File: src/rtl/boot_pkg.sv
// Shared types and header field layout for the boot loader.
// Optional checksum stage is enabled with BOOT_LOADER_CKSUM_EN.
package boot_pkg;

   typedef enum logic [2:0] {
      ST_HDR,
      ST_LOAD,
      ST_DRAIN,
      ST_CKSUM,
      ST_RUN
   } state_e;

   typedef enum logic [1:0] {
      TGT_IMEM = 2'b00,
      TGT_DMEM = 2'b01,
      TGT_GO   = 2'b10,
      TGT_RSVD = 2'b11
   } tgt_e;

   localparam int TGT_MSB  = 31;
   localparam int TGT_LSB  = 30;
   localparam int CNT_MSB  = 29;
   localparam int CNT_LSB  = 16;
   localparam int ADDR_MSB = 15;
   localparam int ADDR_LSB = 0;
   localparam int CNT_W    = 14;
   localparam int ADDR_W   = 16;

endpackage

File: src/rtl/boot_loader_if.sv
// Stream input and the two memory write ports of the boot loader.
interface boot_loader_if
   import boot_pkg::*;
#(
   parameter int XLEN       = 32,
   parameter int IMEM_DEPTH = 64,
   parameter int DMEM_DEPTH = 64
);
   localparam int IMEM_AW = $clog2(IMEM_DEPTH);
   localparam int DMEM_AW = $clog2(DMEM_DEPTH);

   logic               s_valid;
   logic               s_ready;
   logic [XLEN-1:0]    s_data;
   logic               imem_we;
   logic [IMEM_AW-1:0] imem_addr;
   logic [XLEN-1:0]    imem_wdata;
   logic               dmem_we;
   logic [DMEM_AW-1:0] dmem_addr;
   logic [XLEN-1:0]    dmem_wdata;

   modport master (
      input  s_valid, s_data,
      output s_ready, imem_we, imem_addr, imem_wdata, dmem_we, dmem_addr, dmem_wdata
   );

   modport slave (
      output s_valid, s_data,
      input  s_ready, imem_we, imem_addr, imem_wdata, dmem_we, dmem_addr, dmem_wdata
   );
endinterface

File: src/rtl/boot_hdr_decode.sv
// Combinational header split plus reserved-target / range error detection.
module boot_hdr_decode
   import boot_pkg::*;
#(
   parameter int IMEM_DEPTH = 64,
   parameter int DMEM_DEPTH = 64
) (
   input  logic [31:0]       hdr_i,
   output tgt_e              tgt_o,
   output logic [CNT_W-1:0]  count_o,
   output logic [ADDR_W-1:0] start_o,
   output logic              err_o
);
   logic [ADDR_W:0] end_addr;

   assign tgt_o   = tgt_e'(hdr_i[TGT_MSB:TGT_LSB]);
   assign count_o = hdr_i[CNT_MSB:CNT_LSB];
   assign start_o = hdr_i[ADDR_MSB:ADDR_LSB];
   // One extra bit so start+count can never wrap past the depth compare.
   assign end_addr = {1'b0, start_o} + {{(ADDR_W + 1 - CNT_W){1'b0}}, count_o};

   always_comb begin
      err_o = 1'b0;
      case (tgt_o)
         TGT_IMEM: err_o = end_addr > (ADDR_W + 1)'(IMEM_DEPTH);
         TGT_DMEM: err_o = end_addr > (ADDR_W + 1)'(DMEM_DEPTH);
         TGT_RSVD: err_o = 1'b1;
         default:  err_o = 1'b0;
      endcase
   end
endmodule

File: src/rtl/boot_loader.sv
// Packet-driven IMEM/DMEM loader that holds the core in reset until GO.
// Define BOOT_LOADER_CKSUM_EN to require an XOR checksum word after each payload.
module boot_loader
   import boot_pkg::*;
#(
   parameter int XLEN       = 32,
   parameter int IMEM_DEPTH = 64,
   parameter int DMEM_DEPTH = 64
) (
   input  logic          clk,
   input  logic          rst,
   boot_loader_if.master bus,
   output logic          core_rst,
   output logic          done,
   output logic          err
);
   localparam int IMEM_AW = $clog2(IMEM_DEPTH);
   localparam int DMEM_AW = $clog2(DMEM_DEPTH);

   state_e             state_q;
   tgt_e               tgt_q;
   logic [ADDR_W-1:0]  addr_q;
   logic [CNT_W-1:0]   rem_q;
   logic               ready_q, core_rst_q, done_q, err_q;
   logic               imem_we_q, dmem_we_q;
   logic [IMEM_AW-1:0] imem_addr_q;
   logic [DMEM_AW-1:0] dmem_addr_q;
   logic [XLEN-1:0]    imem_wdata_q, dmem_wdata_q;
`ifdef BOOT_LOADER_CKSUM_EN
   logic [XLEN-1:0]    xor_q;
`endif

   tgt_e               hd_tgt;
   logic [CNT_W-1:0]   hd_count;
   logic [ADDR_W-1:0]  hd_start;
   logic               hd_err;
   logic               accept;
   logic               unused_addr;

   boot_hdr_decode #(.IMEM_DEPTH(IMEM_DEPTH), .DMEM_DEPTH(DMEM_DEPTH)) u_dec (
      .hdr_i  (bus.s_data[31:0]),
      .tgt_o  (hd_tgt),
      .count_o(hd_count),
      .start_o(hd_start),
      .err_o  (hd_err)
   );

   assign accept      = bus.s_valid && ready_q;
   assign unused_addr = ^addr_q;

   always_ff @(posedge clk or negedge rst) begin
      if (!rst) begin
         state_q      <= ST_HDR;
         tgt_q        <= TGT_IMEM;
         addr_q       <= '0;
         rem_q        <= '0;
         ready_q      <= 1'b0;
         core_rst_q   <= 1'b1;
         done_q       <= 1'b0;
         err_q        <= 1'b0;
         imem_we_q    <= 1'b0;
         dmem_we_q    <= 1'b0;
         imem_addr_q  <= '0;
         dmem_addr_q  <= '0;
         imem_wdata_q <= '0;
         dmem_wdata_q <= '0;
`ifdef BOOT_LOADER_CKSUM_EN
         xor_q        <= '0;
`endif
      end else begin
         imem_we_q <= 1'b0;
         dmem_we_q <= 1'b0;
         if (state_q != ST_RUN) ready_q <= 1'b1;
         if (accept) begin
            case (state_q)
               ST_HDR: begin
                  if (hd_tgt == TGT_GO) begin
                     if (!err_q) begin
                        state_q    <= ST_RUN;
                        ready_q    <= 1'b0;
                        core_rst_q <= 1'b0;
                        done_q     <= 1'b1;
                     end
                  end else if (hd_err) begin
                     err_q <= 1'b1;
                     rem_q <= hd_count;
                     if (hd_count != '0) state_q <= ST_DRAIN;
                  end else if (hd_count != '0) begin
                     state_q <= ST_LOAD;
                     tgt_q   <= hd_tgt;
                     addr_q  <= hd_start;
                     rem_q   <= hd_count;
`ifdef BOOT_LOADER_CKSUM_EN
                     xor_q   <= '0;
`endif
                  end
               end
               ST_LOAD: begin
                  if (tgt_q == TGT_DMEM) begin
                     dmem_we_q    <= 1'b1;
                     dmem_addr_q  <= addr_q[DMEM_AW-1:0];
                     dmem_wdata_q <= bus.s_data;
                  end else begin
                     imem_we_q    <= 1'b1;
                     imem_addr_q  <= addr_q[IMEM_AW-1:0];
                     imem_wdata_q <= bus.s_data;
                  end
                  addr_q <= addr_q + 16'd1;
                  rem_q  <= rem_q - 14'd1;
`ifdef BOOT_LOADER_CKSUM_EN
                  xor_q  <= xor_q ^ bus.s_data;
                  if (rem_q == 14'd1) state_q <= ST_CKSUM;
`else
                  if (rem_q == 14'd1) state_q <= ST_HDR;
`endif
               end
`ifdef BOOT_LOADER_CKSUM_EN
               ST_CKSUM: begin
                  if (bus.s_data != xor_q) err_q <= 1'b1;
                  state_q <= ST_HDR;
               end
`endif
               ST_DRAIN: begin
                  rem_q <= rem_q - 14'd1;
                  if (rem_q == 14'd1) state_q <= ST_HDR;
               end
               default: ;
            endcase
         end
      end
   end

   assign bus.s_ready    = ready_q;
   assign bus.imem_we    = imem_we_q;
   assign bus.imem_addr  = imem_addr_q;
   assign bus.imem_wdata = imem_wdata_q;
   assign bus.dmem_we    = dmem_we_q;
   assign bus.dmem_addr  = dmem_addr_q;
   assign bus.dmem_wdata = dmem_wdata_q;
   assign core_rst       = core_rst_q;
   assign done           = done_q;
   assign err            = err_q;
endmodule

File: src/flat_wrapper.sv
// flat-port wrapper written by rule: the top's interface ports become plain ports
module boot_loader_flat import boot_pkg::*;
#(
   parameter int XLEN       = 32,
   parameter int IMEM_DEPTH = 64,
   parameter int DMEM_DEPTH = 64
)
  (clk, rst, core_rst, done, err, bus_s_valid, bus_s_data, bus_s_ready, bus_imem_we, bus_imem_addr, bus_imem_wdata, bus_dmem_we, bus_dmem_addr, bus_dmem_wdata);
  boot_loader_if #(.XLEN(XLEN), .IMEM_DEPTH(IMEM_DEPTH), .DMEM_DEPTH(DMEM_DEPTH)) bus_i ();
  input  logic clk;
  input  logic rst;
  output logic core_rst;
  output logic done;
  output logic err;
  input wire logic [$bits(bus_i.s_valid)-1:0] bus_s_valid;
  input wire logic [$bits(bus_i.s_data)-1:0] bus_s_data;
  output wire logic [$bits(bus_i.s_ready)-1:0] bus_s_ready;
  output wire logic [$bits(bus_i.imem_we)-1:0] bus_imem_we;
  output wire logic [$bits(bus_i.imem_addr)-1:0] bus_imem_addr;
  output wire logic [$bits(bus_i.imem_wdata)-1:0] bus_imem_wdata;
  output wire logic [$bits(bus_i.dmem_we)-1:0] bus_dmem_we;
  output wire logic [$bits(bus_i.dmem_addr)-1:0] bus_dmem_addr;
  output wire logic [$bits(bus_i.dmem_wdata)-1:0] bus_dmem_wdata;
  assign bus_i.s_valid = bus_s_valid;
  assign bus_i.s_data = bus_s_data;
  assign bus_s_ready = bus_i.s_ready;
  assign bus_imem_we = bus_i.imem_we;
  assign bus_imem_addr = bus_i.imem_addr;
  assign bus_imem_wdata = bus_i.imem_wdata;
  assign bus_dmem_we = bus_i.dmem_we;
  assign bus_dmem_addr = bus_i.dmem_addr;
  assign bus_dmem_wdata = bus_i.dmem_wdata;
  boot_loader #(.XLEN(XLEN), .IMEM_DEPTH(IMEM_DEPTH), .DMEM_DEPTH(DMEM_DEPTH)) u_core (.clk(clk), .rst(rst), .bus(bus_i), .core_rst(core_rst), .done(done), .err(err));
endmodule
File: config.mk
export PLATFORM = sky130hd
export DESIGN_NAME = boot_loader_flat
export DESIGN_NICKNAME = d
export VERILOG_FILES = /design/src/rtl/boot_pkg.sv /design/src/rtl/boot_loader_if.sv /design/src/rtl/boot_hdr_decode.sv /design/src/rtl/boot_loader.sv /design/src/flat_wrapper.sv
export SDC_FILE = /design/constraint.sdc
export NUM_CORES = 1
export LEC_CHECK = 0
export CAP_MARGIN = 20
export CORE_MARGIN = 10
export CORE_UTILIZATION = 52
export CTS_CLUSTER_SIZE = 16
export DETAILED_ROUTE_END_ITERATION = 8
export HOLD_SLACK_MARGIN = 0.05
export PLACE_DENSITY = 0.91
export SYNTH_ARGS = -nofsm -noshare
export SYNTH_HDL_FRONTEND = slang
export SYNTH_SLANG_ARGS = --single-unit
File: constraint.sdc
create_clock -name clk -period 2.7 [get_ports clk]
set_input_delay 0.405 -clock clk [delete_from_list [all_inputs] [get_ports clk]]
set_output_delay 0.405 -clock clk [all_outputs]
set_load 0.1 [all_outputs]
==> reports/results.ini <==
[clocking]
clk_pin_slew_worst_paths_ns = 0.10
h-tree-depth = 3
clock_sinks = 107
cts-root-buf = clkbuf_8
cts_buffers = 9
worstSkewPairLatency_ns = 0.38
tritoncts = done
clockBufferDepth = 2

[final_layout]
drive_above_1_share = 0.328
fin_cells = 1016
finish.instance_area_um2 = 8170
area_growth_syn_to_layout_pct = 43.5
final_nets = 924
diodes = 0

[placed_design]
numPlacedInstances = 990
postPlaceCellArea_um2 = 7520
dp.final_hpwl_um = 13600
gp_congestion = 0.960
port_buffers = 116
dp_worst_setup_slack_ns = -1.22

[logic_synthesis]
synth-edff-count = 0
synth_sequential_area_ratio = 0.470
synthTopCellsByArea = dfrtp_1 47%, nand2_1 17%, ha_1 3.7%
yosys.area.top_type = dfrtp_1
synth.top_cell.area_share = 0.466
syn-num-nets = 725
netlist_instances = 672
ys_seq_elements = 107
synth_warnings = 0
avgSynthCellArea_um2 = 8.48
synthFlopType = dfrtp_1
synth_area_um2 = 5700
synth.distinct_cells = 65
async_flop_share = 1.00

[detailed_routing]
ant_nets = 0
drc = 0
dr.pass1.iters = 5
vias = 6111
post_drt_wl_per_cell_um = 20.0
drt_iter0_markers = 830
wl_um = 20300
post_drt_via_cell_ratio = 6.01

[floorplan]
io_pins = 117
start_util = 0.528
coreArea_um2 = 10800
die_h_um = 125
num_rows = 38
die_w_um = 125
die-area_um2 = 15500

[global_route]
grt.total_usage = 0.238
grt_overflow = 0
grt_first_pass_wirelength_um = 31000
grt_pass1_vias = 5939
grt_max_degree = 69
antenna_found_initial = 0

[pwr]
seq_power_share = 0.431
swShare = 0.345
p_int_mw = 2.89
ir_drop_v = 0.000368
pwr-share-comb = 0.319
p_switching_mw = 1.52
p_leak_nw = 4.23
clkPwrFrac = 0.250
power_density_nw_per_um2 = 541

[run_status]
violations = negative setup slack
status = finished, violations left

[worst_setup_path]
setup.worst_path.start_class = primary input
cp.required_ns = 2.98
critPathKind = primary input to register
end_kind = register
rr_worst_depth = 7
cp_max_fo = 6
cp.arrival_ns = 3.31

[timing]
fmax_ghz = 0.329
slew_violations = 0
relSlewSlack = 0.480
period_share = 1.12
worstMarginPinSlew_ns = 0.781
rsz0062_at_grt = yes
setup_viol = 25
period_needed_ns = 3.04
finClkSkew_ns = 0.00710
hold_viol = 0
fin_ws_ns = -0.335

[flow_run]
maxCapViolations = 0

[hold_path]
whs_path_depth = 3
hold_path_class = primary input to register

[path summary, 6_finish.rpt]
check,from,to,slack [ns]
setup reg to reg,u_core.state_q[1],u_core.bus.dmem_wdata[10],0.59
setup / recovery,bus_s_data[4],u_core.addr_q[1],-0.34
hold reg to reg,u_core.done,u_core.done,0.48
hold / removal,bus_s_data[10],u_core.bus.imem_wdata[10],0.35
min in group asynchronous,rst,u_core.bus.imem_wdata[7],0.54
max in group asynchronous,rst,u_core.core_rst,1.38
[flip-flops by register name (all words and copies together) (netlist names), 2 cells and up]
| register | flops |
|---|---|
| u_core.addr_q | 6 |
| u_core.bus.dmem_addr | 6 |
| u_core.bus.dmem_wdata | 32 |
| u_core.bus.imem_addr | 6 |
| u_core.bus.imem_wdata | 32 |
| u_core.rem_q | 14 |
| u_core.state_q | 3 |
| u_core.tgt_q | 2 |
[metal layers]
layer	routed length [µm]	share of wire	track usage
met1	7880	0.39	0.296
met2	10100	0.50	0.398
met3	1730	0.085	0.0426
met4	561	0.028	0.0946
met5	0	0	0
[cells in the final DEF (no fill, tap or decap), types with 4 or more instances in the layout]
master	Yosys	routed
nand2_1	256	253
buf_4	0	176
dfrtp_1	106	105
nor2_1	36	36
o21ai_0	29	23
a21oi_1	31	18
nand3_1	17	17
inv_1	16	16
ha_4	0	14
a2bb2oi_2	10	13
a21oi_2	0	9
clkbuf_8	0	9
dlymetal6s2s_1	0	9
nor4_1	8	8
o21bai_1	8	8
nand4_1	8	8
clkdlybuf4s50_1	0	8
dlygate4sd2_1	0	7
a21o_1	6	6
nand2b_1	5	5
buf_6	2	5
nor3_1	7	4
and2_1	4	4
a211oi_1	5	4
a21oi_4	0	4
clkbuf_2	0	4
buf_12	0	4
[repair_timing]
item                       in CTS  in global routing
hold endpoints to repair       39                  0
cloned                          1                  0
resized for setup              62                 51
setup endpoints to repair      25                 25
setup buffers                   5                  4
hold buffers                    1                  0
pin swaps                      13                 20
[critical path: stages]
cell and delay (ns):
dlygate4sd2_1 0.29, ha_4 0.31, o21ai_1 0.11, buf_4 0.16, o211ai_1 0.25, buf_4 0.17
a31oi_2 0.09, o31ai_2 0.32, mux2i_1 0.23, o2111a_2 0.36, nand3_4 0.20, nand2_4 0.11
mux2_4 0.30
[synth_stat cells, types with 3 or more instances]
master and n:
nor4_1 8, nor2_1 36, and2_1 4, o2bb2ai_1 3, dfrtp_1 106, nand3_1 17, a2bb2oi_2 10, o21bai_1 8
nand4_1 8, ha_1 17, nand2b_1 5, inv_1 16, nor3_1 7, and3_1 3, mux2i_1 3, a211oi_1 5
a21oi_1 31, o21ai_0 29, a2bb2oi_1 5, nand2_1 256, or4_1 3, a22oi_1 3, clkbuf_1 27, a31oi_1 3
a21o_1 6
[per-stage QoR]
stage,util,setup TNS [ns],hold WS (ns),power (mW)
2_1_floorplan,-,-9.63,0.109,2.69
5_1_grt,0.757,-9.61,0.354,4.59
3_3_place_gp,0.697,-25.88,0.397,3.07
4_1_cts,0.739,-7.70,0.340,4.28
6_report,0.757,-6.60,0.349,4.42
3_5_place_dp,0.697,-27.85,0.412,3.14
[layout make-up]
type	instances	area [µm²]
multi-input cells	519	3260
inverters	16	60.1
clock buffers	9	124
fillers	686	2620
well taps	140	175
repair buffers	218	1780
flip-flops and latches	107	2680
clock inverters	7	91.3
[cells by family after synthesis]
family	count (synthesis)	share of synthesized area
AND/OR/NAND/NOR	365	0.275
AO/OA/AOI/OAI	126	0.164
buffers and inverters	47	0.0336
multiplexers	6	0.0112
flip-flops	107	0.470
XOR/XNOR	3	0.00461
adder cells (fa/ha/maj)	18	0.0409
[power groups by stage]
| stage | Combinational [mW] | Clock, mW | Sequential, mW |
|---|---|---|---|
| after floorplan | 0.796 | 0 | 1.90 |
| after global placement | 1.17 | 0 | 1.90 |
| after detailed placement | 1.23 | 0 | 1.92 |
| after CTS | 1.30 | 1.10 | 1.89 |
| after global routing | 1.50 | 1.17 | 1.91 |
| final | 1.41 | 1.10 | 1.90 |
Note: power is estimated with default switching activity, not from simulation.
